[src/rtl/ctr_slice_sched.sv]
// Sequencer/arbiter for NSLICE 4-bit counter slices walked one slice per cycle, carry rippled in state.
// Optional CTR_SLICE_SCHED_RR_ARB_EN: round-robin load/increment arbitration instead of load-priority.
module ctr_slice_sched #(
   parameter int NSLICE = 4,
   localparam int CW = 4 * NSLICE
) (
   input  logic          clk,
   input  logic          rst_n,
   input  logic          ld_valid,
   output logic          ld_ready,
   input  logic [CW-1:0] ld_data,
   input  logic          inc_valid,
   output logic          inc_ready,
   output logic [CW-1:0] cnt,
   output logic [3:0]    slice_sel,
   output logic [1:0]    slice_mode,
   output logic          busy,
   output logic          done,
   output logic          tc
);

   localparam int IW = (NSLICE > 1) ? $clog2(NSLICE) : 1;
   localparam logic [3:0] LAST = 4'(NSLICE - 1);

   localparam logic [1:0] MODE_HOLD  = 2'b00;
   localparam logic [1:0] MODE_LOAD  = 2'b01;
   localparam logic [1:0] MODE_COUNT = 2'b11;

   typedef enum logic [1:0] {
      IDLE   = 2'd0,
      LOAD   = 2'd1,
      RIPPLE = 2'd2
   } state_t;

   state_t      state_q, state_d;
   logic [3:0]  idx_q, idx_d;
   logic [3:0]  slice_q [NSLICE];
   logic [3:0]  slice_d [NSLICE];
   logic [3:0]  hold_q  [NSLICE];
   logic        done_q, done_d;
   logic        tc_q, tc_d;
   logic        rst_done_q;

   logic          ready;
   logic          grant_ld;
   logic          grant_inc;
   logic          ld_acc;
   logic          inc_acc;
   logic [IW-1:0] sidx;
   logic [3:0]    cur_slice;

   assign ready     = (state_q == IDLE) && rst_done_q;
   assign ld_ready  = ready;
   assign inc_ready = ready;

`ifdef CTR_SLICE_SCHED_RR_ARB_EN
   // last_inc_q=1 means increment won the previous accept, so a tie goes to load.
   logic last_inc_q;

   assign grant_ld  = ld_valid && (!inc_valid || last_inc_q);
   assign grant_inc = inc_valid && !grant_ld;

   always_ff @(posedge clk or negedge rst_n) begin
      if (!rst_n) begin
         last_inc_q <= 1'b1;
      end else if (ld_acc) begin
         last_inc_q <= 1'b0;
      end else if (inc_acc) begin
         last_inc_q <= 1'b1;
      end
   end
`else
   assign grant_ld  = ld_valid;
   assign grant_inc = inc_valid && !ld_valid;
`endif

   assign ld_acc  = ready && grant_ld;
   assign inc_acc = ready && grant_inc;

   assign sidx      = idx_q[IW-1:0];
   assign cur_slice = slice_q[sidx];

   always_comb begin
      state_d    = state_q;
      idx_d      = idx_q;
      slice_d    = slice_q;
      done_d     = 1'b0;
      tc_d       = 1'b0;
      slice_sel  = 4'd0;
      slice_mode = MODE_HOLD;
      busy       = 1'b0;

      case (state_q)
         IDLE: begin
            if (ld_acc) begin
               state_d = LOAD;
               idx_d   = 4'd0;
            end else if (inc_acc) begin
               state_d = RIPPLE;
               idx_d   = 4'd0;
            end
         end

         LOAD: begin
            busy          = 1'b1;
            slice_sel     = idx_q;
            slice_mode    = MODE_LOAD;
            slice_d[sidx] = hold_q[sidx];
            if (idx_q == LAST) begin
               state_d = IDLE;
               done_d  = 1'b1;
            end else begin
               idx_d = idx_q + 4'd1;
            end
         end

         RIPPLE: begin
            busy          = 1'b1;
            slice_sel     = idx_q;
            slice_mode    = MODE_COUNT;
            slice_d[sidx] = cur_slice + 4'd1;
            // Carry only propagates out of an all-ones slice; the top slice's carry is the wrap.
            if (cur_slice != 4'hF) begin
               state_d = IDLE;
               done_d  = 1'b1;
            end else if (idx_q == LAST) begin
               state_d = IDLE;
               done_d  = 1'b1;
               tc_d    = 1'b1;
            end else begin
               idx_d = idx_q + 4'd1;
            end
         end

         default: begin
            state_d = IDLE;
         end
      endcase
   end

   always_ff @(posedge clk or negedge rst_n) begin
      if (!rst_n) begin
         state_q    <= IDLE;
         idx_q      <= 4'd0;
         done_q     <= 1'b0;
         tc_q       <= 1'b0;
         rst_done_q <= 1'b0;
      end else begin
         state_q    <= state_d;
         idx_q      <= idx_d;
         done_q     <= done_d;
         tc_q       <= tc_d;
         rst_done_q <= 1'b1;
      end
   end

   always_ff @(posedge clk or negedge rst_n) begin
      if (!rst_n) begin
         for (int i = 0; i < NSLICE; i++) begin
            slice_q[i] <= 4'd0;
            hold_q[i]  <= 4'd0;
         end
      end else begin
         for (int i = 0; i < NSLICE; i++) begin
            slice_q[i] <= slice_d[i];
            if (ld_acc) begin
               hold_q[i] <= ld_data[4*i +: 4];
            end
         end
      end
   end

   for (genvar g = 0; g < NSLICE; g++) begin : g_cnt
      assign cnt[4*g +: 4] = slice_q[g];
   end

   assign done = done_q;
   assign tc   = tc_q;

endmodule

[config.mk]
export PLATFORM = sky130hd
export DESIGN_NAME = ctr_slice_sched
export DESIGN_NICKNAME = d
export VERILOG_FILES = /design/src/rtl/ctr_slice_sched.sv
export SDC_FILE = /design/constraint.sdc
export NUM_CORES = 1
export LEC_CHECK = 0
export BUFFER_PORTS_ARGS = -buffer_cell sky130_fd_sc_hd__buf_2
export CELL_PAD_IN_SITES_DETAIL_PLACEMENT = 0
export CELL_PAD_IN_SITES_GLOBAL_PLACEMENT = 1
export CORE_UTILIZATION = 39
export DETAILED_ROUTE_END_ITERATION = 8
export GPL_ROUTABILITY_DRIVEN = 0
export PLACE_DENSITY = 0.84
export SLEW_MARGIN = 10
export SYNTH_ARGS = -nofsm -noshare
export SYNTH_HDL_FRONTEND = slang
export SYNTH_SLANG_ARGS = --single-unit
[constraint.sdc]
create_clock -name clk -period 2.3 [get_ports clk]
set_clock_uncertainty 0.1 [all_clocks]
set_input_delay 0.69 -clock clk [delete_from_list [all_inputs] [get_ports clk]]
set_output_delay 0.69 -clock clk [all_outputs]
set_load 0.02 [all_outputs]
==> metrics list <==
* Status: finished clean
* Clock root cell: sky130_fd_sc_hd__clkbuf_8
- The post-route netlist has 42.6% of its cells at a drive strength greater than 1.
* Cts-stage hold buffer count: 0
- The final layout contains 271 nets.
* Total standard cell area after synthesis: 2210 um2
- Kind of critical path: flip-flop to primary output
- Cell count after synthesis: 181
- The hold violation total from the final report came to 0.
- Post-synthesis net count: 211
- Compared with the post-synthesis result, the final layout area differs by 22.4%.
- The first routing iteration left 119 violations.
* Proportion of netlist area held by the largest area contributor: 46.5%
* Internal: 0.00233 W
- Global routing used 16.4% of the available tracks across all layers.
- The die covers 5960 um2.
- Area of the core: 5470 um2
* Setup slack at placement: 86.9 ps
- Flop and latch count out of synthesis: 41
* Final Max Slew Viols: 0
* Final non-filler cell total: 314
- Number of warnings issued by yosys: 0
- Number of routed nets with antenna violations: 0
- Counting flops with a built-in enable in the synthesized netlist gives 0.
- Number of placement rows: 27
* Most used flip-flop cell after synthesis: sky130_fd_sc_hd__dfrtp_1
- Average via count per standard cell: 5.18
- For flop-to-flop paths, the worst setup slack is 80 ps.
- For this run the aggregate overflow at the end of global routing stands at 0.
* Initial DRT Pass Iterations: 4
- Count of input and output buffers: 46
- For this run, the slowest stage of the critical path takes 400 ps.
* Maximum capacitance violations: 0
* Part of the Yosys area used for sequential elements: 46.5%
* Highest achievable clock rate: 449 MHz
- By area the synthesized netlist is led by sky130_fd_sc_hd__dfrtp_1, sky130_fd_sc_hd__mux2_2, sky130_fd_sc_hd__ha_1.
- Kind of cell with the highest combined delay on the critical path: flip-flops
- Detail Placement HPWL: 3430 um
- Detailed-route wire length: 4520 um
- Diodes inserted: 0
- Cell count after placement: 302
- Data arrival time at the worst-slack endpoint: 1440 ps
* CTS tree: built
* Switching power share of the total: 41.0%
* Clock latency reported for the late side of the worst-skew pair: 290 ps
* Critical path endpoint category: primary output
- Via count of the first global-routing pass: 1,596
- Initial cell density of the core: 40.3%
- The routed design could run at a clock period as short as 2230 ps.
- Clock transition at the registers of the reported paths: 80 ps
- In this run the power spent charging and discharging nets is 0.00162 W.
- In the post-route analysis, the smallest setup slack over all paths is 74.5 ps.
- The clock network is responsible for 14.7% of the overall power.
* Combinational group share of total power: 53.4%
- Entering global routing, the biggest net connects 42 pins.
* Path type of the worst min-delay path: input port to async pin
* Leakage power figure: 1.29 nW
- The floorplan step set the die width to 77.2 um.
* Slew at the pin with the worst max-slew slack: 500 ps
- Final instance area: 2700 um2
- At the worst endpoint, the required time is 1510 ps.
* DRC violation count after routing: 0
- In the final routed layout, each cell accounts on average for 14.4 um.
* Number of antenna violations at the first check in global routing: 0
- Crit-path slowest cell: sky130_fd_sc_hd__dfrtp_1
* Detailed-route via count: 1,627
- Highest ir drop seen on vdd: 0.540 mV
- The worst setup path is launched from a flip-flop.
- The number of different library cells used by synthesis comes to 43.
* Tcrit/Tclk final: 96.8%
* Depth of the CTS H-tree: 2
- Counting along the longest clock path gives a buffer depth of 2.
- Maximum fanout along the worst path: 7
* Part of the power in registers: 32.0%
* Largest area contributor in the netlist: sky130_fd_sc_hd__dfrtp_1
- First-pass GRT wire length: 7600 um
- Measured along the y axis, the die boundary spans 77.2 um.
- Worst slew slack as a fraction of its limit: 66.6%
* Count of pins on the block boundary: 47
* Post-Route Hold Slack: 344 ps
* Placement-stage cell area: 2540 um2
* Total of endpoints with negative setup slack in the final report: 0
* Power density normalized to cell area: 1460 nW/um2
* Number of buffer and inverter instances along the worst setup path: 3
* Cell-by-cell trace of the critical path: inv_2 > ha_4 > buf_4 > and2_1 > buf_2
- The number of clock buffers added by TritonCTS is 5.
- Of all flip-flops after synthesis, the portion carrying an async set or reset was 100%.
- The clock net in this run drives a total of 41 sinks.
- Averaged over all synthesized cells, the footprint is 12.2 um2.
cells in the mapped netlist (2+ instances only):
cell type,n
sky130_fd_sc_hd__a21oi_1,5
sky130_fd_sc_hd__a221o_1,3
sky130_fd_sc_hd__and2_1,4
sky130_fd_sc_hd__and2_2,2
sky130_fd_sc_hd__buf_4,2
sky130_fd_sc_hd__buf_6,3
sky130_fd_sc_hd__dfrtp_1,41
sky130_fd_sc_hd__ha_1,10
sky130_fd_sc_hd__inv_1,6
sky130_fd_sc_hd__mux2_2,20
sky130_fd_sc_hd__mux2i_1,6
sky130_fd_sc_hd__mux4_1,4
sky130_fd_sc_hd__mux4_2,4
sky130_fd_sc_hd__nand2_1,16
sky130_fd_sc_hd__nand3_1,6
sky130_fd_sc_hd__nand4_1,4
sky130_fd_sc_hd__nor2_1,7
sky130_fd_sc_hd__o21ai_0,10
sky130_fd_sc_hd__or3_1,3
sky130_fd_sc_hd__or4_1,2
placed cells by master (no fill, tap or decap), drive strengths merged:
cell and n:
o31ai 1, nor4bb 1, mux2i 6, clkinv 2, or4 2, nand4 4, buf 62, a211o 1
bufinv 1, nand2 16, nand2b 1, a21oi 5, a31oi 2, o21ai 10, mux4 8, o2bb2ai 1
conb 1, xnor2 1, ha 10, nand3 7, a221o 4, and2 6, dfrtp 41, a41oi 1
mux2 20, inv 6, and3 1, nor2 8, clkbuf 6, nand3b 1, nor3b 1, o22ai 1
or3 3, o221ai 1
repair_timing:
item                                   CTS  global route
endpoints found under the hold margin    0             0
gates resized for setup                  2             3
pin swaps                                0             1
setup buffers                            2             2
setup endpoints to repair                4             6
metal layers:
layer,global-route usage (%),share of wire [%],up-vias
met2,24.9,47,49
met3,4.88,5.7,9
met1,22.0,46,779
met4,6.42,1.5,0
li1,-,-,790
met5,0,0,-
worst reg2reg max path: cells and delay by family, from the launching register on:
family          cells  cell delay (ps)
fa+ha+maj           1              300
mux                 2              860
compound gates      1              120
xor+xnor            1              240
flops               1              480
layout make-up:
type,count,area [um2]
clock buffers,6,72.6
clock inverters,2,38.8
fillers,516,2770
inverters,7,26.3
multi-input cells,124,1090
flip-flops and latches,41,1030
well taps,72,90.1
repair buffers,62,353
sequential cells by signal, summed over array words and instances, names as in the netlist:
signal      count
done            1
idx_q           4
tc              1
cnt            16
state_q         2
rst_done_q      1
hold_q         16
path summary, 6_finish.rpt:
kind | startpoint | to | depth (start not counted)
setup / recovery | state_q[1]$_DFFE_PN0P_ | slice_sel[2] | 5
hold / removal | rst_n | cnt[3]$_DFFE_PN0P_ | 2
setup reg to reg | idx_q[0]$_DFFE_PN0P_ | cnt[14]$_DFFE_PN0P_ | 5
hold reg to reg | hold_q[8]$_DFFE_PN0P_ | hold_q[8]$_DFFE_PN0P_ | 1
max in group asynchronous | rst_n | rst_done_q$_DFF_PN0_ | 2
min in group clk | hold_q[8]$_DFFE_PN0P_ | hold_q[8]$_DFFE_PN0P_ | 1
metrics by stage:
stage	power [W]	util, %	TNS [ps]
after floorplan	0.00274	-	0
after global placement	0.00325	46.5	0
after detailed placement	0.00328	46.5	0
after CTS	0.00392	49.0	0
after global routing	0.00424	49.4	-52.3
final	0.00395	49.4	0
power groups by stage:
stage / registers [W] / logic, W / clock network (W)
after floorplan: 0.00138 / 0.00137 / 0
final: 0.00126 / 0.00211 / 0.000580
after global placement: 0.00129 / 0.00196 / 0
after global routing: 0.00131 / 0.00230 / 0.000620
after detailed placement: 0.00129 / 0.00199 / 0
after CTS: 0.00126 / 0.00206 / 0.000596
cells by family (layout without fill, tap and decap cells):
family	count (synthesis)	in the layout	share of synthesized area (%)
compound gates	27	27	8.33
buf+inv	16	77	4.65
other cells	1	1	0.170
fa+ha+maj	10	10	5.67
xor+xnor	1	1	0.397
simple gates	51	51	12.5
flops	41	41	46.5
mux	34	34	21.8
Note: power is estimated with default switching activity, not from simulation.
